**config.mk**
```make
export PLATFORM = sky130hd
export DESIGN_NAME = rvfi_pc_order_check_flat
export DESIGN_NICKNAME = d
export VERILOG_FILES = /design/src/rtl/rvfi_pc_order_check_if.sv /design/src/rtl/rvfi_pc_order_check.sv /design/src/flat_wrapper.sv
export SDC_FILE = /design/constraint.sdc
export NUM_CORES = 1
export LEC_CHECK = 0
export ABC_AREA = 1
export ABC_CLOCK_PERIOD_IN_PS = 2190
export CAP_MARGIN = 30
export CORE_MARGIN = 3
export CORE_UTILIZATION = 49
export CTS_CLUSTER_DIAMETER = 80
export DETAILED_ROUTE_END_ITERATION = 12
export DONT_BUFFER_PORTS = 1
export PLACE_DENSITY = 0.74
export SYNTH_ARGS = -nofsm -noshare
export SYNTH_HDL_FRONTEND = slang
export SYNTH_SLANG_ARGS = --single-unit
export TNS_END_PERCENT = 1
```
**constraint.sdc**
```tcl
create_clock -name clk -period 2.19 [get_ports clk]
set_input_delay 0.438 -clock clk [delete_from_list [all_inputs] [get_ports clk]]
set_output_delay 0.438 -clock clk [all_outputs]
set_load 0.1 [all_outputs]
```
**src/rtl/rvfi_pc_order_check_if.sv**
```systemverilog
// RVFI retirement bundle seen by the PC/order checker.
// The harness drives it as master; the checker samples it as slave.
interface rvfi_pc_order_check_if #(
    parameter int NRET    = 1,
    parameter int XLEN    = 32,
    parameter int ORDER_W = 64
);
    logic [NRET-1:0]         rvfi_valid;
    logic [NRET*ORDER_W-1:0] rvfi_order;
    logic [NRET*XLEN-1:0]    rvfi_pc_rdata;
    logic [NRET*XLEN-1:0]    rvfi_pc_wdata;
    logic [NRET-1:0]         rvfi_trap;
    logic [NRET-1:0]         rvfi_intr;

    modport master (
        output rvfi_valid,
        output rvfi_order,
        output rvfi_pc_rdata,
        output rvfi_pc_wdata,
        output rvfi_trap,
        output rvfi_intr
    );

    modport slave (
        input rvfi_valid,
        input rvfi_order,
        input rvfi_pc_rdata,
        input rvfi_pc_wdata,
        input rvfi_trap,
        input rvfi_intr
    );
endinterface

```
**src/rtl/rvfi_pc_order_check.sv**
```systemverilog
// Multi-channel RVFI retirement checker: shadow PC/order tracking,
// packing, alignment and liveness checks with sticky registered flags.
module rvfi_pc_order_check #(
    parameter int NRET       = 1,
    parameter int XLEN       = 32,
    parameter int ORDER_W    = 64,
    parameter bit COMPRESSED = 1'b1,
    parameter int LIVE_LIMIT = 0,
    parameter int CNT_W      = 32,
    parameter bit ASSERT_EN  = 1'b0
) (
    input  logic                 clk,
    input  logic                 resetn,
    rvfi_pc_order_check_if.slave rvfi,
    output logic                 err_pc,
    output logic                 err_order,
    output logic                 err_gap,
    output logic                 err_align,
    output logic                 err_live,
    output logic                 err_any,
    output logic [CNT_W-1:0]     ret_count
);
    localparam int CW = CNT_W + 1;

    typedef enum logic {
        NOBASE,
        TRACK
    } state_t;

    state_t state_q, state_d;

    logic [XLEN-1:0]    shadow_pc_q;
    logic [ORDER_W-1:0] shadow_order_q;
    logic [XLEN-1:0]    ref_pc;
    logic [ORDER_W-1:0] ref_order;
    logic               have_ref;
    logic               any_valid;
    logic               pc_hit;
    logic               order_hit;
    logic               align_hit;
    logic               gap_hit;
    logic [CW-1:0]      pop;
    logic [CW-1:0]      sum;
    logic [CNT_W-1:0]   cnt_d;

    // Channels chain in index order: each valid one becomes the
    // reference for the next, seeded from the shadow registers.
    always_comb begin
        have_ref  = (state_q == TRACK);
        ref_pc    = shadow_pc_q;
        ref_order = shadow_order_q;
        any_valid = 1'b0;
        pc_hit    = 1'b0;
        order_hit = 1'b0;
        align_hit = 1'b0;
        gap_hit   = 1'b0;
        pop       = '0;
        for (int i = 0; i < NRET; i++) begin
            if (rvfi.rvfi_valid[i]) begin
                if (have_ref && !rvfi.rvfi_intr[i] &&
                    rvfi.rvfi_pc_rdata[i*XLEN +: XLEN] != ref_pc)
                    pc_hit = 1'b1;
                if (have_ref &&
                    rvfi.rvfi_order[i*ORDER_W +: ORDER_W] !=
                    ref_order + ORDER_W'(1))
                    order_hit = 1'b1;
                if (!rvfi.rvfi_trap[i] &&
                    (rvfi.rvfi_pc_wdata[i*XLEN] ||
                     (!COMPRESSED && rvfi.rvfi_pc_wdata[i*XLEN+1])))
                    align_hit = 1'b1;
                have_ref  = 1'b1;
                ref_pc    = rvfi.rvfi_pc_wdata[i*XLEN +: XLEN];
                ref_order = rvfi.rvfi_order[i*ORDER_W +: ORDER_W];
                any_valid = 1'b1;
                pop       = pop + CW'(1);
            end
        end
        for (int i = 1; i < NRET; i++) begin
            if (rvfi.rvfi_valid[i] && !rvfi.rvfi_valid[i-1])
                gap_hit = 1'b1;
        end
        state_d = any_valid ? TRACK : state_q;
        sum     = {1'b0, ret_count} + pop;
        cnt_d   = sum[CNT_W] ? '1 : sum[CNT_W-1:0];
    end

    always_ff @(posedge clk) begin
        if (!resetn) begin
            state_q        <= NOBASE;
            shadow_pc_q    <= '0;
            shadow_order_q <= '0;
            err_pc         <= 1'b0;
            err_order      <= 1'b0;
            err_gap        <= 1'b0;
            err_align      <= 1'b0;
            ret_count      <= '0;
        end else begin
            state_q        <= state_d;
            shadow_pc_q    <= ref_pc;
            shadow_order_q <= ref_order;
            err_pc         <= err_pc | pc_hit;
            err_order      <= err_order | order_hit;
            err_gap        <= err_gap | gap_hit;
            err_align      <= err_align | align_hit;
            ret_count      <= cnt_d;
        end
    end

    if (LIVE_LIMIT > 0) begin : g_live
        localparam int IW = $clog2(LIVE_LIMIT + 1);
        logic [IW-1:0] idle_q, idle_d;

        always_comb begin
            idle_d = idle_q;
            if (state_q != TRACK || any_valid)
                idle_d = '0;
            else if (idle_q < IW'(LIVE_LIMIT))
                idle_d = idle_q + IW'(1);
        end

        always_ff @(posedge clk) begin
            if (!resetn) begin
                idle_q   <= '0;
                err_live <= 1'b0;
            end else begin
                idle_q   <= idle_d;
                err_live <= err_live | (idle_d == IW'(LIVE_LIMIT));
            end
        end

        if (ASSERT_EN) begin : g_live_assert
            always_ff @(posedge clk) begin
                if (resetn)
                    assert (idle_d != IW'(LIVE_LIMIT))
                    else $error("retirement stall limit reached");
            end
        end
    end else begin : g_no_live
        assign err_live = 1'b0;
    end

    if (ASSERT_EN) begin : g_assert
        always_ff @(posedge clk) begin
            if (resetn) begin
                assert (!pc_hit)
                else $error("pc_rdata off shadow pc");
                assert (!order_hit)
                else $error("order not shadow+1");
                assert (!gap_hit)
                else $error("valid channel above a hole");
                assert (!align_hit)
                else $error("misaligned pc_wdata");
            end
        end
    end

    assign err_any = err_pc | err_order | err_gap |
                     err_align | err_live;
endmodule

```
**src/flat_wrapper.sv**
```systemverilog
// flat-port wrapper written by rule: the top's interface ports become plain ports
module rvfi_pc_order_check_flat 
#(
    parameter int NRET       = 1,
    parameter int XLEN       = 32,
    parameter int ORDER_W    = 64,
    parameter bit COMPRESSED = 1'b1,
    parameter int LIVE_LIMIT = 0,
    parameter int CNT_W      = 32,
    parameter bit ASSERT_EN  = 1'b0
)
  (clk, resetn, err_pc, err_order, err_gap, err_align, err_live, err_any, ret_count, rvfi_rvfi_valid, rvfi_rvfi_order, rvfi_rvfi_pc_rdata, rvfi_rvfi_pc_wdata, rvfi_rvfi_trap, rvfi_rvfi_intr);
  rvfi_pc_order_check_if #(.NRET(NRET), .XLEN(XLEN), .ORDER_W(ORDER_W)) rvfi_i ();
  input  logic clk;
  input  logic resetn;
  output logic err_pc;
  output logic err_order;
  output logic err_gap;
  output logic err_align;
  output logic err_live;
  output logic err_any;
  output logic [CNT_W-1:0] ret_count;
  input wire logic [$bits(rvfi_i.rvfi_valid)-1:0] rvfi_rvfi_valid;
  input wire logic [$bits(rvfi_i.rvfi_order)-1:0] rvfi_rvfi_order;
  input wire logic [$bits(rvfi_i.rvfi_pc_rdata)-1:0] rvfi_rvfi_pc_rdata;
  input wire logic [$bits(rvfi_i.rvfi_pc_wdata)-1:0] rvfi_rvfi_pc_wdata;
  input wire logic [$bits(rvfi_i.rvfi_trap)-1:0] rvfi_rvfi_trap;
  input wire logic [$bits(rvfi_i.rvfi_intr)-1:0] rvfi_rvfi_intr;
  assign rvfi_i.rvfi_valid = rvfi_rvfi_valid;
  assign rvfi_i.rvfi_order = rvfi_rvfi_order;
  assign rvfi_i.rvfi_pc_rdata = rvfi_rvfi_pc_rdata;
  assign rvfi_i.rvfi_pc_wdata = rvfi_rvfi_pc_wdata;
  assign rvfi_i.rvfi_trap = rvfi_rvfi_trap;
  assign rvfi_i.rvfi_intr = rvfi_rvfi_intr;
  rvfi_pc_order_check #(.NRET(NRET), .XLEN(XLEN), .ORDER_W(ORDER_W), .COMPRESSED(COMPRESSED), .LIVE_LIMIT(LIVE_LIMIT), .CNT_W(CNT_W), .ASSERT_EN(ASSERT_EN)) u_core (.clk(clk), .resetn(resetn), .rvfi(rvfi_i), .err_pc(err_pc), .err_order(err_order), .err_gap(err_gap), .err_align(err_align), .err_live(err_live), .err_any(err_any), .ret_count(ret_count));
endmodule
```
==> metrics.yaml, run 1 <==
start_kind: "flip-flop"
coreArea_um2: 17400
clock.fmax_mhz: 457
switching_share: 0.301
path_max_fanout: 8
synth_edf_count: 0
cts-root-buf: "clkbuf_16"
grt.met3_usage: 0.0804
rsz0062_at_grt: "true"
tns_ps: 0
yosysUniqueCellTypes: 38
synthArstFlopShare: 0
hp-class: "input pin to flip-flop"
ir_drop_mv: 0.477
antenna_cells: 0
grt_overflow: 0
ys_top_cells_by_area: "dfxtp_1 (30%), nand2_1 (14%), nor2_1 (13%)"
cellPowerDensity_nw_per_um2: 585
cts_tree: "yes"
synth_ff_type: "dfxtp_1"
die_width_um: 140
ff_latch_area_um2: 2740
placed_area_um2: 10000
post-route-period-util: 0.999
synthTopCellsByCount: "nand2_1 (323), nor2_1 (301), inv_1 (148), dfxtp_1 (132), o21ai_0 (117)"
firstDrtPassIters: 5
path_cells: "ha_4, inv_2, nor2_8, nand2_8, nor2_8, buf_6, buf_4, nand3_2, xor2_1, nand2_1, nor2_1, nand2_1, nor2_2, nand3_2, nand2_1, a21oi_1"
final_cells: 1780
cts_buffer_depth: 2
grt_util_met1: 0.374
maxCapViolCount: 0
syn_avg_cell_area_um2: 6.20
ys_seq_area_frac: 0.302
placedCellCount: 1743
whs_ps: 108
grt_max_degree: 116
grt_usage: 0.286
cts.clk_slew.worst_paths_ps: 70
h-tree-depth: 4
use_met2: 0.477
p_comb_frac: 0.141
slew_violations: 0
rr_startpoint: "u_core.shadow_order_q[1]$_SDFFE_PN0P_"
startpoint: "u_core.shadow_order_q[1]$_SDFFE_PN0P_"
seq_power_share: 0.416
min_period_ps: 2190
grt_busiest_layer: "met2"
rows: 48
cts_inserted_buffers: 17
p_switching_mw: 1.93
min-delay-start: "rvfi_rvfi_valid"
antenna_found_initial: 0
relSlewSlack: 0.627
port_buffers: 0
ys_seq_elements: 132
wl_per_cell_um: 16.2
synth_area_leader_cell: "dfxtp_1"
cellInternalPower_mw: 4.49
syn2layout_area_growth_pct: 25.3
postSynthCellCount: 1413
ant_nets: 0
power_frac_clock: 0.443
p_leak_nw: 5.02
drtIter0Drc: 783
setup_viol: 0
grt_pass1_vias: 8844
gp_congestion: 0.994
cts.sinks: 132
grt_pass1_wl_mm: 45.3
ys_warn_count: 0
crit_type: "flip-flop to flip-flop"
cp_slowest_cell: "dfxtp_4"
nFillCells: 1622
dpl.hpwl_mm: 21.7
ios: 171
drc: 0
drive_gt1_frac: 0.230
start_util: 0.503
vias: 9460
required_ps: 2500
worst_slew_pin_slew_ps: 558
avgViaCountPerCell: 5.31
critPathMaxStageDelay_ps: 380
outcome: "completed"
final_area_um2: 11000
fin_nets: 1678
multi_input_area_um2: 5650
skew_ps: 9.23
insertion_delay_ps: 430
netlist_area_um2: 8750
synth_top_area_frac: 0.302
crit_path_frequent_cell: "nand2_1"
die-area_um2: 19500
fp.dieH_um: 140
hold_viol_final: 0
setup.worst_path.end_class: "flip-flop"
yosysMostFrequentCell: "nand2_1"
worstPathArrival_ps: 2500
total_power_mw: 6.42
finalWirelength_mm: 28.9
## layout make-up
cell class	instances	area share
inverter	155	0.0530
multi-input combinational	1089	0.515
timing repair buffer	147	0.104
sequential	132	0.249
tap	225	0.0257
clock buffer	20	0.0426
clock inverter	12	0.00992
## stage by stage
| step | worst slack [ps] | util |
|---|---|---|
| global route | -124 | 0.630 |
| finish | 2.91 | 0.630 |
| CTS | 3.03 | 0.613 |
| global placement | -143 | 0.577 |
| detailed placement | -133 | 0.577 |
| floorplan | -25.6 | - |
## worst max-delay path, delay by kind of cell, from the launching register on
family | cells | cell delay [ps]
xor gates and xnor gates | 1 | 130
buffers and inverters | 3 | 280
and+or+nand+nor | 10 | 1060
DFF | 1 | 380
adders and majority gates | 1 | 140
AOI/OAI and AO/OA | 1 | 50
## cells in the final DEF (no fill, tap or decap), types with 4 or more instances in the layout
| cell | instances |
|---|---|
| inv_2 | 10 |
| nand3_1 | 64 |
| nor2_2 | 37 |
| nand4_1 | 35 |
| o21ai_1 | 4 |
| xor2_1 | 50 |
| nor3_1 | 15 |
| a21oi_1 | 38 |
| nand3_2 | 7 |
| nand2_4 | 5 |
| dfxtp_1 | 72 |
| clkbuf_16 | 18 |
| or2_2 | 7 |
| xnor2_1 | 47 |
| o21bai_1 | 12 |
| nand2_2 | 24 |
| nor2_8 | 4 |
| inv_1 | 142 |
| dfxtp_2 | 52 |
| inv_6 | 4 |
| o21ai_0 | 116 |
| nor2_1 | 266 |
| nand3b_1 | 7 |
| buf_4 | 143 |
| dfxtp_4 | 8 |
| nor4_1 | 5 |
| nor2_4 | 14 |
| nand2_1 | 309 |
## flip-flops by register name (all words and copies together) (netlist names)
name,flops
u_core.err_order,1
u_core.shadow_order_q,64
u_core.state_q,1
u_core.err_align,1
u_core.ret_count,32
u_core.shadow_pc_q,32
u_core.err_pc,1
## metal layers
metal	vias up	wire length, µm
li1	4734	-
met1	4300	12100
met2	377	13500
met3	49	2700
met4	0	543
met5	-	0
## power groups by stage
stage	Clock, mW	Sequential [mW]	Combinational (mW)
5_1_grt	2.95	2.68	1.01
3_3_place_gp	0	2.70	0.862
6_report	2.84	2.67	0.907
4_1_cts	2.87	2.65	0.888
2_1_floorplan	0	2.73	0.620
3_5_place_dp	0	2.70	0.880
## path summary, 6_finish.rpt
path,to,slack [ps],depth (start not counted)
max,u_core.err_order$_SDFF_PN0_,3,16
min,u_core.shadow_order_q[21]$_SDFFE_PN0P_,110,1
max reg2reg,u_core.err_order$_SDFF_PN0_,3,16
min reg2reg,u_core.state_q$_SDFFE_PN0P_,460,2
## cell families (layout without fill, tap and decap cells)
| family | count (synthesis) | after routing | share of synthesized area |
|---|---|---|---|
| AOI/OAI and AO/OA | 178 | 178 | 0.107 |
| xor gates and xnor gates | 97 | 97 | 0.0970 |
| adders and majority gates | 3 | 3 | 0.00429 |
| buffers and inverters | 193 | 334 | 0.0836 |
| DFF | 132 | 132 | 0.302 |
| other | 1 | 2 | 0.000428 |
| and+or+nand+nor | 809 | 809 | 0.405 |
## what timing repair did
| action | in CTS | in global routing |
|---|---|---|
| hold buffers | 0 | 0 |
| pin swaps | 2 | 20 |
| endpoints found under the hold margin | 0 | 0 |
| endpoints found under the setup margin | 1 | 12 |
| cloned | 0 | 0 |
| buffers inserted | 1 | 4 |
| resized for setup | 24 | 92 |
Note: power is estimated with default switching activity, not from simulation.
==> run 2, diff against run 1 <==
Settings changed: CORE_ASPECT_RATIO set to 1.2.
==> metrics.yaml, run 2 (synthesis gave the netlist of run 1 again) <==
coreArea_um2: 17200
rsz0062_at_grt: "true"
cts-root-buf: "clkbuf_16"
antenna_cells: 0
rrSetupSlack_ps: -30
critPathMaxStageDelay_ps: 400
required_ps: 2490
ir_drop_mv: 0.480
grt_pass1_wl_mm: 43.7
cts_tree: "yes"
switching_share: 0.290
firstDrtPassIters: 5
skew_ps: 11.2
avgViaCountPerCell: 5.31
syn2layout_area_growth_pct: 23.9
vias: 9336
layout_common_cells: "nand2_1 (309), nor2_1 (273), inv_1 (145), buf_4 (127), o21ai_0 (116)"
multi_input_area_um2: 5660
worstPathArrival_ps: 2520
crit_path_frequent_cell: "nand2_1"
nFillCells: 1592
final_cells: 1758
drtIter0Drc: 712
grt_max_degree: 116
finalWorstSetupSlack_ps: -25.4
grt_busiest_layer: "met2"
cp_slowest_cell: "dfxtp_1"
ctsHoldBuffers: 0
rows: 52
ant_nets: 0
slew_violations: 0
worst_slew_pin_slew_ps: 511
relSlewSlack: 0.659
dpl.hpwl_mm: 21.1
final_common_cell: "nand2_1"
port_buffers: 0
setup.worst_path.end_class: "flip-flop"
start_kind: "flip-flop"
cellInternalPower_mw: 4.51
seq_power_share: 0.417
grt_overflow: 0
fin_nets: 1665
cellPowerDensity_nw_per_um2: 587
start_util: 0.510
grt_usage: 0.276
h-tree-depth: 4
post-route-period-util: 1.01
crit_type: "flip-flop to flip-flop"
grt_pass1_vias: 8960
use_met2: 0.477
hp-class: "input pin to flip-flop"
p_switching_mw: 1.85
top_register: "u_core.shadow_order_q"
grt_util_met1: 0.333
fp.dieH_um: 152
fin_util: 0.631
drc: 0
maxCapViolCount: 0
die_width_um: 128
outcome: "complete, but fails checks"
antenna_found_initial: 0
wl_per_cell_um: 15.8
min_period_ps: 2220
insertion_delay_ps: 430
reg_top3: "u_core.shadow_order_q (64), u_core.ret_count (32), u_core.shadow_pc_q (32)"
placedCellCount: 1714
ff_latch_area_um2: 2720
finalWirelength_mm: 27.7
cts.sinks: 132
die-area_um2: 19500
cts.clk_slew.worst_paths_ps: 60
hold_viol_final: 0
cts_inserted_buffers: 17
violations: "negative setup slack"
gp_congestion: 0.977
drive_gt1_frac: 0.209
cts_buffer_depth: 2
power_frac_clock: 0.440
p_leak_nw: 4.98
p_comb_frac: 0.143
largest_reg_flops: 64
clock.fmax_mhz: 451
path_max_fanout: 3
path_cells: "nand2_1, nor2_2, buf_4, nand2_1, nor2_1, nand2_1, nor2_2, nand2_1, nand2_1, nand2_1, nor2_1, nand3_1, nor2_2, nand3_2, nand2_1, a21oi_1"
ios: 171
setup_viol: 1
grt.met3_usage: 0.0691
tns_ps: -25.4
[run 2: cell types whose count changed in the layout (fill, tap and decap cells not counted), moves of 3 or more]
cell,previous run,this run
nand2_2,24,21
inv_8,3,0
inv_1,142,145
nor2_2,37,29
inv_2,10,6
nor2_1,266,273
dfxtp_2,52,40
buf_4,143,127
nand2_4,5,8
dfxtp_1,72,86
[run 2: layout make-up]
type                    instances  share of cell area
multi-input cells            1090               0.521
flip-flops and latches        132               0.250
repair buffers                133              0.0974
inverters                     155              0.0539
clock buffers                  19              0.0408
well taps                     216              0.0249
clock inverters                13              0.0112
[run 2: metrics by stage]
step           hold WS [ps]  setup WS (ps)  instance area (µm²)  total power [mW]
6_report                145          -25.4                10800              6.36
3_3_place_gp            447          -94.5                 9890              3.55
5_1_grt                 108           -162                10800              6.62
3_5_place_dp            468           -129                 9890              3.57
4_1_cts                90.2           4.68                10600              6.37
2_1_floorplan           435          -25.6                 8820              3.35
[run 2: power groups by stage]
stage / combinational [mW] / sequential (mW) / clock, mW
after floorplan: 0.620 / 2.73 / 0
after global placement: 0.862 / 2.69 / 0
after global routing: 1.01 / 2.67 / 2.94
after CTS: 0.884 / 2.65 / 2.84
after detailed placement: 0.875 / 2.70 / 0
final: 0.907 / 2.66 / 2.80
[run 2: worst max-delay path, delay by kind of cell (launching register included)]
kind / cells / cell delay [ps]
DFF: 1 / 400
AOI/OAI and AO/OA: 1 / 50
buffers and inverters: 1 / 140
and+or+nand+nor: 14 / 1500
[run 2: repair_timing]
item,CTS,global route
setup endpoints to repair,1,11
resized for setup,27,68
gates cloned,1,0
pin swaps,6,28
buffers inserted,2,9
[run 2: worst paths after layout]
kind / startpoint / endpoint / cells past startpoint
setup reg to reg: u_core.shadow_order_q[14]$_SDFFE_PN0P_ / u_core.err_order$_SDFF_PN0_ / 16
setup / recovery: u_core.shadow_order_q[14]$_SDFFE_PN0P_ / u_core.err_order$_SDFF_PN0_ / 16
hold / removal: rvfi_rvfi_valid / u_core.shadow_order_q[3]$_SDFFE_PN0P_ / 1
hold reg to reg: u_core.shadow_pc_q[1]$_SDFFE_PN0P_ / u_core.shadow_pc_q[1]$_SDFFE_PN0P_ / 2
[run 2: routing by layer]
metal,vias to the layer above,share of wire,wire length (µm)
met2,322,0.49,13600
li1,4709,-,-
met4,0,0.030,825
met5,-,0,0
met1,4248,0.40,11200
met3,57,0.077,2150
==> run 3, diff against run 2 <==
Settings changed: SLEW_MARGIN set to 20.
==> results of run 3 <==
The final DEF is identical to that of run 2; final timing and power are the same.
